### src/rtl/pll_loop_filter.sv
// rtl/pll_loop_filter.sv - PI loop filter from ADC sample to clamped DAC code
module pll_loop_filter #(
   parameter int          SETPOINT = 128,
   parameter int          KP_SHIFT = 4,
   parameter int          KI_SHIFT = 6,
   parameter int          INT_W    = 24,
   parameter logic [15:0] OFFSET   = 16'h8000
) (
   input  logic        CLK,
   input  logic        RST,
   input  logic [7:0]  sample_in,
   input  logic        sample_valid,
   input  logic        clr_int,
   output logic [15:0] dac_word,
   output logic        dac_valid,
   input  logic        dac_ready,
   output logic        busy,
   output logic        overrun
);

   // Sum width: 16-bit offset + 17-bit P term + up to 24-bit I term, signed.
   localparam int SW = 27;

   typedef enum logic [2:0] {
      IDLE  = 3'd0,
      ERR   = 3'd1,
      INTEG = 3'd2,
      SUM   = 3'd3,
      HOLD  = 3'd4
   } state_t;

   state_t state, state_nxt;

   logic                    sv_d;
   logic                    new_sample;
   logic [7:0]              pend_data;
   logic                    pend_full;
   logic [7:0]              work;
   logic signed [8:0]       err;
   logic signed [INT_W-1:0] integ;

   logic signed [INT_W:0]   int_sum;
   logic signed [INT_W-1:0] int_sat;
   logic signed [SW-1:0]    err_ext;
   logic signed [SW-1:0]    int_ext;
   logic signed [SW-1:0]    p_term;
   logic signed [SW-1:0]    i_term;
   logic signed [SW-1:0]    sum_full;
   logic [15:0]             sum_clamp;

   localparam logic signed [INT_W-1:0] INT_MAX = {1'b0, {(INT_W-1){1'b1}}};
   localparam logic signed [INT_W-1:0] INT_MIN = {1'b1, {(INT_W-1){1'b0}}};

   // A held-high sample_valid yields a single rising edge, hence one sample.
   assign new_sample = sample_valid & ~sv_d;
   assign busy       = (state != IDLE);

   // State register.
   always_ff @(posedge CLK or posedge RST) begin
      if (RST) state <= IDLE;
      else     state <= state_nxt;
   end

   // Next-state: fixed pipeline ERR->INTEG->SUM, then wait in HOLD for the DAC.
   always_comb begin
      state_nxt = state;
      case (state)
         IDLE:    if (new_sample || pend_full) state_nxt = ERR;
         ERR:     state_nxt = INTEG;
         INTEG:   state_nxt = SUM;
         SUM:     state_nxt = HOLD;
         HOLD:    if (dac_ready) state_nxt = IDLE;
         default: state_nxt = IDLE;
      endcase
   end

   // Sample intake: edge detect, working sample load and one-deep pending slot.
   // The buffered sample is older, so IDLE always drains it before a fresh one.
   always_ff @(posedge CLK or posedge RST) begin
      if (RST) begin
         sv_d      <= 1'b0;
         pend_data <= 8'd0;
         pend_full <= 1'b0;
         work      <= 8'd0;
         overrun   <= 1'b0;
      end else begin
         sv_d <= sample_valid;
         if (state == IDLE) begin
            if (pend_full) begin
               work <= pend_data;
               if (new_sample) pend_data <= sample_in;
               else            pend_full <= 1'b0;
            end else if (new_sample) begin
               work <= sample_in;
            end
         end else if (new_sample) begin
            pend_data <= sample_in;
            pend_full <= 1'b1;
            if (pend_full) overrun <= 1'b1;
         end
      end
   end

   // Error register: unsigned sample minus setpoint, always fits 9 bits signed.
   always_ff @(posedge CLK or posedge RST) begin
      if (RST)                err <= 9'sd0;
      else if (state == ERR)  err <= $signed({1'b0, work}) - $signed(9'(SETPOINT));
   end

   // Saturating accumulate: one guard bit detects overflow in either direction.
   assign int_sum = $signed({integ[INT_W-1], integ}) +
                    $signed({{(INT_W+1-9){err[8]}}, err});

   always_comb begin
      int_sat = int_sum[INT_W-1:0];
      if (int_sum[INT_W] != int_sum[INT_W-1])
         int_sat = int_sum[INT_W] ? INT_MIN : INT_MAX;
   end

   // Integrator: clear has priority over the INTEG update.
   always_ff @(posedge CLK or posedge RST) begin
      if (RST)                  integ <= '0;
      else if (clr_int)         integ <= '0;
      else if (state == INTEG)  integ <= int_sat;
   end

   // P+I+offset in a wide signed domain, then clamped to the 16-bit DAC range.
   assign err_ext  = $signed({{(SW-9){err[8]}}, err});
   assign int_ext  = $signed({{(SW-INT_W){integ[INT_W-1]}}, integ});
   assign p_term   = err_ext <<< KP_SHIFT;
   assign i_term   = int_ext >>> KI_SHIFT;
   assign sum_full = $signed({{(SW-16){1'b0}}, OFFSET}) + p_term + i_term;

   always_comb begin
      sum_clamp = sum_full[15:0];
      if (sum_full[SW-1])             sum_clamp = 16'h0000;
      else if (|sum_full[SW-2:16])    sum_clamp = 16'hFFFF;
   end

   // Output register: dac_word keeps its last code after the DAC accepts it.
   always_ff @(posedge CLK or posedge RST) begin
      if (RST) begin
         dac_word  <= OFFSET;
         dac_valid <= 1'b0;
      end else if (state == SUM) begin
         dac_word  <= sum_clamp;
         dac_valid <= 1'b1;
      end else if (state == HOLD && dac_ready) begin
         dac_valid <= 1'b0;
      end
   end

endmodule

### config.mk
export PLATFORM = sky130hd
export DESIGN_NAME = pll_loop_filter
export DESIGN_NICKNAME = d
export VERILOG_FILES = /design/src/rtl/pll_loop_filter.sv
export SDC_FILE = /design/constraint.sdc
export NUM_CORES = 1
export LEC_CHECK = 0
export ABC_AREA = 1
export CORE_UTILIZATION = 65
export CTS_CLUSTER_DIAMETER = 150
export CTS_CLUSTER_SIZE = 25
export DETAILED_ROUTE_END_ITERATION = 7
export PLACE_DENSITY = 0.93
export SYNTH_ARGS = -nofsm -noshare
export SYNTH_HDL_FRONTEND = slang
export SYNTH_SLANG_ARGS = --single-unit
### constraint.sdc
create_clock -name CLK -period 4.4 [get_ports CLK]
set_input_delay 1.1 -clock CLK [delete_from_list [all_inputs] [get_ports CLK]]
set_output_delay 1.1 -clock CLK [all_outputs]
set_load 0.005 [all_outputs]
==> results of run 1 <==
## cells by family after synthesis
logic type      count (synthesis)  share of synthesized area, %
simple gates                  434                          32.6
compound gates                 93                          9.96
xor+xnor                       23                          3.63
buf+inv                       120                          9.33
flops                          71                          32.0
fa+ha+maj                      51                          12.3
mux                             1                         0.203
## stage by stage
stage	cells	cell area (µm²)	hold slack, ns	worst slack, ns	utilization, %
4_1_cts	930	6070	0.475	1.05	73.6
3_5_place_dp	914	5880	0.454	1.07	71.2
5_1_grt	930	6070	0.484	0.713	73.6
2_1_floorplan	793	5550	0.440	1.51	-
3_3_place_gp	914	5880	0.452	1.24	71.2
6_report	930	6070	0.476	0.957	73.6
## synthesized netlist by cell type, types with 2 or more instances
cell type  count
clkbuf_1       7
nand2_1      287
nor2_1        42
a31oi_1        4
nand2_2        8
o21bai_1       8
fa_1           6
xnor2_1       13
o211ai_1       7
ha_1          45
nand3_1       67
o21ai_0       36
nor2_2         3
buf_6          9
a21o_1         2
nand4_1       16
xor2_1        10
and2_1         2
a21oi_1       29
a21oi_4        2
inv_1        104
dfrtp_1       70
nor3_1         5
## where the power goes
| part | switching (W) | leakage (nW) | internal [W] |
|---|---|---|---|
| Sequential | 0.000280 | 0.904 | 0.000960 |
| Clock | 0.000314 | 0.101 | 0.000224 |
| Combinational | 0.00219 | 2.26 | 0.00123 |
## layout make-up
type	count	area share [%]
clock buffer	9	2.04
clock inverter	7	1.22
inverter	104	6.43
multi-input combinational	602	53.7
sequential	71	29.3
tap	105	2.16
timing repair buffer	32	5.23
## flip-flops by register name, summed over array words and instances (netlist names)
| register | cells |
|---|---|
| overrun | 1 |
| pend_full | 1 |
| sv_d | 1 |
| dac_word | 16 |
| work | 8 |
| state | 3 |
| integ | 24 |
| err | 8 |
| pend_data | 8 |
| dac_valid | 1 |
## worst paths after layout
| check | start | end | cells past startpoint |
|---|---|---|---|
| hold reg to reg | overrun$_DFFE_PP0P_ | overrun$_DFFE_PP0P_ | 1 |
| min in group asynchronous | RST | dac_word[14]$_DFFE_PP0P_ | 3 |
| setup reg to reg | err[7]$_DFFE_PP0P_ | dac_word[3]$_DFFE_PP0P_ | 12 |
| max in group asynchronous | RST | integ[1]$_DFFE_PP0P_ | 3 |
| hold / removal | overrun$_DFFE_PP0P_ | overrun$_DFFE_PP0P_ | 1 |
| setup / recovery | err[7]$_DFFE_PP0P_ | dac_word[3]$_DFFE_PP0P_ | 12 |
## worst register-to-register path: cells and delay by family, from the launching register on
family                   cells  cell delay [ns]
flip-flops                   1             0.89
AND/OR/NAND/NOR              5             0.87
adder cells (fa/ha/maj)      2             0.67
buffers and inverters        3             0.53
AO/OA/AOI/OAI                2             0.40
## cell usage in the layout (no fill, tap or decap), types with 2 or more instances in the layout
cell             count
clkdlybuf4s50_1     31
nor3_1               5
a31oi_1              4
nand2_2              8
ha_1                45
nand3_1             67
fa_1                 6
nand4_1             16
nor2_1              41
clkbuf_8             9
inv_8                2
a21o_1               2
and2_1               2
a21oi_4              2
xnor2_1             13
dfrtp_1             70
inv_1              103
o211ai_1             7
o21ai_0             36
nor2_2               4
o21bai_1             8
xor2_1              10
a21oi_1             29
inv_6                3
nand2_1            287
## layer usage
metal	vias to the layer above	share of wire, %	wire [µm]	GRT usage, %
li1	2593	-	-	-
met1	2468	39	5720	40.1
met2	266	50	7230	60.3
met3	73	6.4	926	6.20
met4	0	4.7	678	20.5
met5	-	0	0	0
==> results.md, run 1 <==
* N_diodes at 0
* Synthesized flop and latch total at 71
* Crit path max fanout at 20
* Die Wd at 94.4 µm
* Worst Hold Class: reg2reg
* Layout cells sized above 1 at 4.85%
* Via density at 5.81
* CP Capture Type: register
* Total gr overflow at 0
* Die height at 94.4 µm
* Fillers at 645
* Syn Area/Cell at 7.00 µm²
* CP max-delay cell: dfrtp_1
* Max capacitance violation total at 0
* Startpoint types: register
* F_max at 290 MHz
* Post-route setup TNS at 0 ns
* Synth warn at 0
* WL/cell at 15.7 µm
* Maximum clock path buffer count at 2
* Syn Nets at 857
* Post_cts resized at 0
* Final Hold Vio Count at 0
* Leakage at 3.27 nW
* CTS root buf: clkbuf_8
* Vias in the first global route at 5341
* ANT nets after route at 0
* Status: completed
* 1st-pass router iterations at 7
* Post-CTS setup buffers at 0
* Pwr Total at 0.00519 W
* Crit Path Class: reg2reg
* IO Pins at 32
* Port bufs at 31
* Synthesized cell area at 5550 µm²
* Pin count of the biggest net entering global routing at 72
* Total GRT Usage at 34.8%
* DR DRC count at 0
* CP arrival at 3.71 ns
* Peak VDD IR at 0.000471 V
* Post-Syn Instances at 793
* Clock skew at 0.0117 ns
* Post-synthesis sequential area ratio at 32.0%
* R2r setup slk at 0.96 ns
* Tmin final at 3.44 ns
* Nets@finish at 884
* Critical Path, Cell by Cell: inv_1 -> ha_1 -> inv_1 -> ha_1 -> inv_1 -> o21ai_0 -> a31oi_1 -> nand4_1 -> nand2_2 -> nand3_1 -> nand2_1 -> nand2_1
* Tcrit/Tclk final at 78.3%
* Worst rel slew slack at 30.7%
* CTS Hold Bufs at 0
* Antenna violations before repair at 0
* Delay-heaviest family, CP: flip-flops
* RSZ-0062 raised after global routing: false
* Fin. max-slew vios at 0
* Area share of the largest cell type after synthesis at 31.5%
* Area delta synth->final at 9.40%
* Setup violators final at 0
* CTS tree: built
* Clk_lat worst skew at 0.38 ns
* HPWL Detailed at 10800 µm
* Tightest Pin Transition at 1.04 ns
* Clock Sinks at 71
* RD Place Congestion at 1.01
* Critical path's most frequent cell: inv_1
* Clk slew on worst S/H paths at 0.10 ns
* CP Buf/Inv Count at 3
* Die area at 8920 µm²
* Storage cell area at 1780 µm²
* Critical path's largest stage delay at 0.89 ns
* CTS H-Tree Depth at 3
* Asr flop ratio synth at 100%
* Starting Density at 67.2%
* Unique masters post-synth at 34
* Global-route wire length before repair at 23900 µm
* Routed WL at 14600 µm
* Power per cell area at 855 nW/µm²
* TritonCTS Buffers at 9
* Critical Path RT at 4.66 ns
* Synth top area cells: dfrtp_1, nand2_1, ha_1
* Top FF cell, synth: dfrtp_1
* Cell accounting for the most synthesized area: dfrtp_1
* Post-synth EDFFs at 0
* Core area at 8260 µm²
* Area of the multi-input gates at 3260 µm²
* Core Rows at 33
* DR iter-0 viols at 479
* Via Count at 5400
(Power assumes the default switching activity.)
==> run 2: changes to the inputs <==
- CORE_UTILIZATION: 65 -> 55
- PLACE_DENSITY: 0.93 -> 0.84
- clock period: 4.4 -> 2.9 ns (I/O delays scaled with it)
==> results.md, run 2 (same netlist as run 1, synthesis figures left out) <==
* Final Hold Vio Count at 0 (unchanged)
* Via Count at 5173 (-4.2%)
* CP Buf/Inv Count at 1 (-2)
* WL/cell at 13.6 µm (-13%)
* Worst rel slew slack at 44.3% (+14 points)
* Tcrit/Tclk final at 92.0% (+14 points)
* Maximum clock path buffer count at 2 (unchanged)
* Total gr overflow at 0 (unchanged)
* CTS H-Tree Depth at 3 (unchanged)
* CTS Hold Bufs at 0 (unchanged)
* 1st-pass router iterations at 5 (-2)
* Die area at 10500 µm² (+18%)
* Post-route setup TNS at 0 ns (unchanged)
* Clk_lat worst skew at 0.36 ns (-0.02 ns)
* TritonCTS Buffers at 9 (unchanged)
* Starting Density at 56.8% (-10 points)
* CTS tree: built
* CP Capture Type: register
* Critical Path RT at 3.15 ns (-1.51 ns)
* HPWL Detailed at 10100 µm (-6.5%)
* Global-route wire length before repair at 21900 µm (-8.7%)
* Top reg by flops: integ
* Port bufs at 31 (unchanged)
* Antenna violations before repair at 0 (unchanged)
* Die Wd at 102 µm (+8.5%)
* Tmin final at 2.67 ns (-0.776 ns)
* Clk slew on worst S/H paths at 0.09 ns (about the same)
* Largest register FFs at 24 (unchanged)
* RSZ-0062 raised after global routing: false
* Crit path max fanout at 16 (-20%)
* DR iter-0 viols at 338 (-29%)
* CP max-delay cell: dfrtp_1
* Critical path's largest stage delay at 0.48 ns (-0.41 ns)
* Power per cell area at 1280 nW/µm² (+49%)
* Commonest non-fill, non-tap cell in the layout: nand2_1
* Nets@finish at 900 (+1.8%)
* Tightest Pin Transition at 0.830 ns (-0.208 ns)
* RD Place Congestion at 0.954 (-5.3%)
* N_diodes at 0 (unchanged)
* Layout cells sized above 1 at 6.66% (+1.8 points)
* Via density at 5.31 (-8.5%)
* M1 GR Usage at 33.9% (-6.2 points)
* Max capacitance violation total at 0 (unchanged)
* Area delta synth->final at 13.4%
* Final core occ at 64.4% (-9.1 points)
* Pin count of the biggest net entering global routing at 35 (-51%)
* ANT nets after route at 0 (unchanged)
* Total GRT Usage at 27.0% (-7.8 points)
* Clock Sinks at 71 (unchanged)
* Routed WL at 13200 µm (-9.1%)
* F_max at 375 MHz (+29%)
* IO Pins at 32 (unchanged)
* CP arrival at 2.91 ns (-0.80 ns)
* Status: completed
* M2 GR Usage at 45.3% (-15 points)
* Die height at 102 µm (+8.5%)
* Critical path's most frequent cell: nand2_1
* Layer with the highest usage: met2
* Peak VDD IR at 0.000851 V (+81%)
* DR DRC count at 0 (unchanged)
* Leakage at 3.36 nW (+2.8%)
* Core Rows at 36 (+9.1%)
* Crit Path Class: reg2reg
* Critical Path, Cell by Cell: ha_1 -> ha_1 -> fa_1 -> nand3_1 -> nand2_1 -> nand2_1 -> nand2_1 -> nand2_1 -> nand2_1 -> nand2_1 -> nand2_1 -> nor2_4 -> buf_12 -> nand3_1 -> nand2_1 -> nand2_1
* Startpoint types: register
* Core area at 9770 µm² (+18%)
* Clock skew at 0.0146 ns (+0.00283 ns)
* Largest regs: integ (24), dac_word (16)
* Setup violators final at 0 (unchanged)
* Delay-heaviest family, CP: simple AND/OR/NAND/NOR gates
* CTS root buf: clkbuf_8
* Worst Hold Class: reg2reg
* Fin. max-slew vios at 0 (unchanged)
* GR Util met3 at 4.92% (-1.3 points)
* Vias in the first global route at 4780 (-11%)
* Most frequent cells in the layout: nand2_1, inv_1, dfrtp_1
* Final hold slack at 0.483 ns (+0.00712 ns)
-- run 2: through the flow --
| stage | cells | total power (W) | cell area, µm² | worst slack, ns |
|---|---|---|---|---|
| 4_1_cts | 972 | 0.00784 | 6250 | 0.0355 |
| 3_5_place_dp | 956 | 0.00703 | 6060 | 0.0674 |
| 5_1_grt | 974 | 0.00882 | 6300 | 0.00427 |
| 2_1_floorplan | 793 | 0.00572 | 5550 | 0.132 |
| 6_report | 974 | 0.00804 | 6300 | 0.232 |
| 3_3_place_gp | 956 | 0.00690 | 6060 | 0.0983 |
-- run 2: per-layer routing --
layer,up-vias,part of all wire [%]
met3,39,5.4
met5,-,0
met2,145,48
met1,2363,44
li1,2626,-
met4,0,3.3
-- run 2: timing repair --
action,CTS,global route
endpoints found under the setup margin,0,26
buffers inserted,0,2
gates resized for setup,0,2
-- run 2: cell type report --
class | instances | area (µm²)
sequential | 71 | 1780
clock buffer | 9 | 124
inverter | 104 | 390
timing repair buffer | 48 | 513
tap | 133 | 166
multi-input combinational | 602 | 3260
fill | 828 | 3480
clock inverter | 7 | 61.3
-- run 2: power by group --
group	leakage, nW	switching (W)	internal [W]
registers	0.903	0.000388	0.00146
clock network	0.0892	0.000443	0.000329
logic	2.37	0.00323	0.00219
-- run 2: worst register-to-register path: cells and delay by family (launching register included) --
family                     cells  cell delay (ns)
and+or+nand+nor               12             0.98
DFF                            1             0.48
adders and majority gates      3             0.96
buffers and inverters          1             0.14
-- run 2: worst paths after layout --
path                       cells after the start                     start                       end  slack (ns)
setup reg to reg                              16        err[1]$_DFFE_PP0P_  dac_word[10]$_DFFE_PP0P_        0.23
setup / recovery                              16        err[1]$_DFFE_PP0P_  dac_word[10]$_DFFE_PP0P_        0.23
hold reg to reg                                2  dac_word[13]$_DFFE_PP0P_  dac_word[13]$_DFFE_PP0P_        0.48
hold / removal                                 2  dac_word[13]$_DFFE_PP0P_  dac_word[13]$_DFFE_PP0P_        0.48
min in group asynchronous                      2                       RST       overrun$_DFFE_PP0P_        0.70
max in group asynchronous                      3                       RST  dac_word[15]$_DFFE_PP1P_        1.56
